`config.mk`:
```
export PLATFORM = sky130hd
export DESIGN_NAME = masked_sequence_detector
export DESIGN_NICKNAME = d
export VERILOG_FILES = /design/src/rtl/masked_sequence_detector.sv
export SDC_FILE = /design/constraint.sdc
export NUM_CORES = 1
export LEC_CHECK = 0
export CAP_MARGIN = 10
export CELL_PAD_IN_SITES_DETAIL_PLACEMENT = 1
export CELL_PAD_IN_SITES_GLOBAL_PLACEMENT = 1
export CORE_ASPECT_RATIO = 1.5
export CORE_UTILIZATION = 35
export CTS_CLUSTER_SIZE = 25
export DETAILED_ROUTE_END_ITERATION = 7
export PLACE_DENSITY_LB_ADDON = 0.1
export SLEW_MARGIN = 20
export SYNTH_ARGS = -nofsm -noshare
export SYNTH_HDL_FRONTEND = slang
export SYNTH_SLANG_ARGS = --single-unit
```
`constraint.sdc`:
```
create_clock -name local_MSD_clk -period 5.1 [get_ports local_MSD_clk]
set_input_delay 0.51 -clock local_MSD_clk [delete_from_list [all_inputs] [get_ports local_MSD_clk]]
set_output_delay 0.51 -clock local_MSD_clk [all_outputs]
set_load 0.01 [all_outputs]
```
`src/rtl/masked_sequence_detector.sv`:
```
// masked_sequence_detector: slides a masked pattern over a word stream and reports per-offset matches.
module masked_sequence_detector #(
   parameter  int WID_Bitstream = 8,
   parameter  int WID_Compair   = 16,
   parameter  int WID_Count     = 16,
   localparam int NUM_Buffer    = (WID_Compair + 2 * WID_Bitstream - 2) / WID_Bitstream,
   localparam int WID_Buffer    = NUM_Buffer * WID_Bitstream,
   localparam int WID_Index     = (WID_Bitstream > 1) ? $clog2(WID_Bitstream) : 1,
   localparam int WID_Fill      = $clog2(NUM_Buffer + 1)
) (
   input  logic                     local_MSD_clk,
   input  logic                     local_MSD_reset,
   input  logic                     local_MSD_newstream,
   input  logic                     local_MSD_stop,
   input  logic [WID_Compair-1:0]   local_MSD_compair,
   input  logic [WID_Compair-1:0]   local_MSD_mask,
   input  logic                     local_MSD_valid,
   input  logic [WID_Bitstream-1:0] local_MSD_bitstream,
   output logic                     MSD_local_busy,
   output logic [WID_Bitstream-1:0] MSD_local_position,
   output logic                     MSD_local_hit,
   output logic [WID_Index-1:0]     MSD_local_first,
   output logic [WID_Count-1:0]     MSD_local_hitcount
);
   typedef enum logic [1:0] {IDLE = 2'd0, FILL = 2'd1, MATCH = 2'd2} state_t;
   state_t                          state;
   logic [WID_Buffer-1:0]           buffer, next_buffer;
   logic [WID_Buffer+WID_Bitstream-1:0] shifted;
   logic [WID_Compair-1:0]          pattern, mask;
   logic [WID_Fill-1:0]             fill_count;
   logic [WID_Bitstream-1:0]        next_position;
   logic [WID_Index-1:0]            next_first;
   logic                            accept, evaluate;

   assign MSD_local_busy = state != IDLE;

   always_comb begin
      shifted       = {local_MSD_bitstream, buffer} >> WID_Bitstream;
      next_buffer   = shifted[WID_Buffer-1:0];
      accept        = local_MSD_valid && !local_MSD_newstream && !local_MSD_stop && (state == FILL || state == MATCH);
      evaluate      = accept && (state == MATCH || fill_count == WID_Fill'(1));
      next_position = '0;
      next_first    = '0;
      // descending scan so the lowest matching offset is the one left in next_first
      for (int i = WID_Bitstream - 1; i >= 0; i--) begin
         next_position[i] = ~|((next_buffer[i +: WID_Compair] ^ pattern) & mask);
         if (next_position[i]) next_first = WID_Index'(i);
      end
   end

   always_ff @(posedge local_MSD_clk) begin
      if (local_MSD_reset) begin
         state              <= IDLE;
         buffer             <= '0;
         pattern            <= '0;
         mask               <= '0;
         fill_count         <= '0;
         MSD_local_position <= '0;
         MSD_local_hit      <= 1'b0;
         MSD_local_first    <= '0;
         MSD_local_hitcount <= '0;
      end else if (local_MSD_newstream) begin
         state              <= FILL;
         buffer             <= '0;
         pattern            <= local_MSD_compair;
         mask               <= local_MSD_mask;
         fill_count         <= WID_Fill'(NUM_Buffer);
         MSD_local_position <= '0;
         MSD_local_hit      <= 1'b0;
         MSD_local_first    <= '0;
         MSD_local_hitcount <= '0;
      end else if (local_MSD_stop) begin
         state         <= IDLE;
         MSD_local_hit <= 1'b0;
      end else begin
         MSD_local_hit <= 1'b0;
         case (state)
            IDLE: state <= IDLE;
            FILL, MATCH: begin
               if (accept) buffer <= next_buffer;
               if (accept && state == FILL) begin
                  fill_count <= fill_count - WID_Fill'(1);
                  if (fill_count == WID_Fill'(1)) state <= MATCH;
               end
               if (evaluate) begin
                  MSD_local_position <= next_position;
                  MSD_local_first    <= next_first;
                  MSD_local_hit      <= |next_position;
                  if (|next_position && ~&MSD_local_hitcount) MSD_local_hitcount <= MSD_local_hitcount + WID_Count'(1);
               end
            end
            default: state <= IDLE;
         endcase
      end
   end
endmodule

```
==> summary.md <==
| Metric | Value |
|---|---|
| Outcome | `finished, final reports clean` |
| First drt pass iteration count | `4` |
| Mean Syn Cell Area | `8.44 um^2` |
| Max-cap violation count | `0` |
| Synthesized flop and latch total | `80` |
| Port bufs | `73` |
| Mapped Cells | `627` |
| Cell with the most instances after synthesis | `xor2_1` |
| Drt total wl | `18600 um` |
| Largest stage delay on the critical path | `400 ps` |
| Final Critical Period | `3010 ps` |
| Area of the core | `14700 um^2` |
| Row count | `54` |
| Yosys Warn Count | `0` |
| Die Ht | `153 um` |
| Power per cell area | `260 nW/um^2` |
| Hold crit path type | `flip-flop to flip-flop` |
| Final period util | `59.0%` |
| Predominant post-synthesis flop cell | `dfxtp_1` |
| Gr usage total | `24.9%` |
| Fin. Hold Viols | `0` |
| # IOs | `74` |
| Placed inst area | `5890 um^2` |
| DR vias/cell | `5.47` |
| Clock power frac | `41.7%` |
| Slowest CP cell | `or4_1` |
| Non-Filler Instances | `849` |
| Worst-margin pin slew | `827 ps` |
| Setup TNS | `0 ps` |
| Sw Ratio | `29.8%` |
| N_diodes | `0` |
| CTS tree | `yes` |
| Area leader, netlist | `dfxtp_1` |
| WS Path Type | `flip-flop to flip-flop` |
| Clock buffer count from CTS | `9` |
| Antenna viol nets, final | `0` |
| Share of async-settable or async-resettable flops after synthesis | `0%` |
| Final Slew Violations | `0` |
| Hold_buf cts | `0` |
| Share of layout cells above drive strength 1 | `6.28%` |
| Dpl cells | `833` |
| Routed len/inst | `21.9 um` |
| Register area share after synthesis | `30.3%` |
| Seq pwr share | `44.0%` |
| Mapped cell area | `5290 um^2` |
| CP Data Arrival Time | `3280 ps` |
| Startpoint Class | `flip-flop` |
| Vias post-DR | `4646` |
| Nets | `698` |
| First-pass GRT wire length | `28900 um` |
| Logic pwr share | `14.3%` |
| Synth top cells by count | `xor2_1, dfxtp_1, a22oi_1` |
| Sw power | `0.481 mW` |
| Initial drt markers | `166` |
| Clock Path Buffers | `2` |
| Post-synth EDFFs | `0` |
| Area Growth Syn to Fin | `17.1%` |
| Critical Path RT | `5380 ps` |
| Number of global-route vias before repair | `5007` |
| Share of the synthesized area in the top cell type | `30.3%` |
| RSZ-0062 raised after global routing | `false` |
| Setup violators final | `0` |
| Die X | `102 um` |
| Initial core utilization | `36.1%` |
| Filler Cells Inserted | `1768` |
| Initial antenna violation count | `0` |
| Remaining global-route overflow | `0` |
| Clk root buf | `clkbuf_16` |
| CTS H-tree lvls | `3` |
| Clk slew on worst S/H paths | `70 ps` |
| Finished Cell Area | `6190 um^2` |
| Largest net degree at the start of global routing | `43` |
| Max transition margin | `44.9%` |
| Crit path cell chain | `inv_1, ha_1, nor2b_1, and3b_1, buf_4, o21ai_2, a31oi_2, inv_2, a211o_1, or4_1, o21ai_1` |
| Post-CTS setup repair buffer count | `0` |
| Placer Congestion | `0.868` |
| Top cells by area, synth | `dfxtp_1, xor2_1, a22oi_1, mux2i_1, nand2_1` |
| Mapped Nets | `677` |
| Final Skew | `9.83 ps` |
| Die footprint | `15600 um^2` |
| Post-route DRC | `0` |
| CP Capture Type | `flip-flop` |
| Unique cell type count in the Yosys netlist | `46` |
| CTS resizes | `0` |
| Clock sinks | `80` |
| Crit Path Max Fanout | `21` |
| Max Freq | `0.332 GHz` |
| Post-DP HPWL | `13400 um` |
| IR drop worst, VDD | `0.117 mV` |
| Cell-internal power | `1.13 mW` |
| Worst-skew pair later-pin latency | `340 ps` |
| Leak Pwr | `2.71 nW` |
[final timing paths]
path	endpoint	slack (ps)	depth (start not counted)	from
max	MSD_local_hitcount[7]	2090	11	state[0]
min	MSD_local_position[5]	460	2	MSD_local_position[5]
max reg2reg	MSD_local_hitcount[7]	2090	11	state[0]
min reg2reg	MSD_local_position[5]	460	2	MSD_local_position[5]
[final cells by class]
type	count	area, um^2	area share, %
Multi-Input combinational cell	467	3240	52.3
Clock buffer	10	229	3.70
Timing Repair Buffer	78	763	12.3
Clock inverter	6	67.6	1.09
Sequential cell	80	1600	25.9
Inverter	12	45.0	0.727
Tap cell	196	245	3.96
[cells in the final DEF, fill, tap and decap left out, types with 4 or more instances in the layout]
cell | Yosys | routed
xnor2_1 | 9 | 9
clkbuf_16 | 0 | 9
buf_4 | 17 | 5
nand2_1 | 60 | 60
clkdlybuf4s50_1 | 0 | 72
a21oi_1 | 37 | 37
dfxtp_1 | 80 | 80
nand3_1 | 9 | 9
mux2i_1 | 33 | 33
a22oi_1 | 64 | 64
nor2_1 | 58 | 58
nand4_1 | 20 | 20
xor2_1 | 128 | 128
inv_1 | 11 | 11
and3_1 | 4 | 4
ha_1 | 5 | 5
[layer usage]
layer | routed length, um | share of wire (%) | track usage [%] | up-vias
li1 | - | - | - | 2160
met1 | 7250 | 39 | 27.7 | 2315
met2 | 9810 | 53 | 44.5 | 129
met3 | 748 | 4.0 | 3.94 | 42
met4 | 789 | 4.2 | 12.9 | 0
met5 | 0 | 0 | 0 | -
[power groups by stage]
stage	clock [mW]	combinational, mW	sequential (mW)
2_1_floorplan	0	0.201	0.659
3_3_place_gp	0	0.225	0.722
3_5_place_dp	0	0.231	0.721
4_1_cts	0.687	0.233	0.708
5_1_grt	0.716	0.254	0.710
6_report	0.672	0.231	0.709
[registers in the layout (all words and copies together) (netlist names)]
signal	cells
state	2
mask	16
MSD_local_position	8
MSD_local_first	3
pattern	16
buffer	16
fill_count	2
MSD_local_hitcount	16
MSD_local_hit	1
[logic make-up after synthesis]
group	Yosys count	share of synthesized area (%)
compound gates	121	16.0
xor+xnor	137	22.7
fa+ha+maj	5	1.18
buf+inv	80	8.61
flops	80	30.3
mux	33	6.25
simple gates	171	15.0
[worst max-delay path, delay by kind of cell, from the launching register on]
kind | cells | cell delay [ps]
buffers and inverters | 3 | 470
and+or+nand+nor | 3 | 860
DFF | 1 | 370
AOI/OAI and AO/OA | 4 | 960
adders and majority gates | 1 | 270
[through the flow]
| stage | worst slack (ps) | utilization [%] | hold slack [ps] | total power, mW |
|---|---|---|---|---|
| after floorplan | 2760 | - | 448 | 0.860 |
| after global routing | 1870 | 42.2 | 488 | 1.68 |
| after detailed placement | 1620 | 40.2 | 451 | 0.952 |
| after CTS | 1800 | 42.2 | 462 | 1.63 |
| final | 2090 | 42.2 | 460 | 1.61 |
| after global placement | 1690 | 40.2 | 450 | 0.947 |
(Power assumes the default switching activity.)
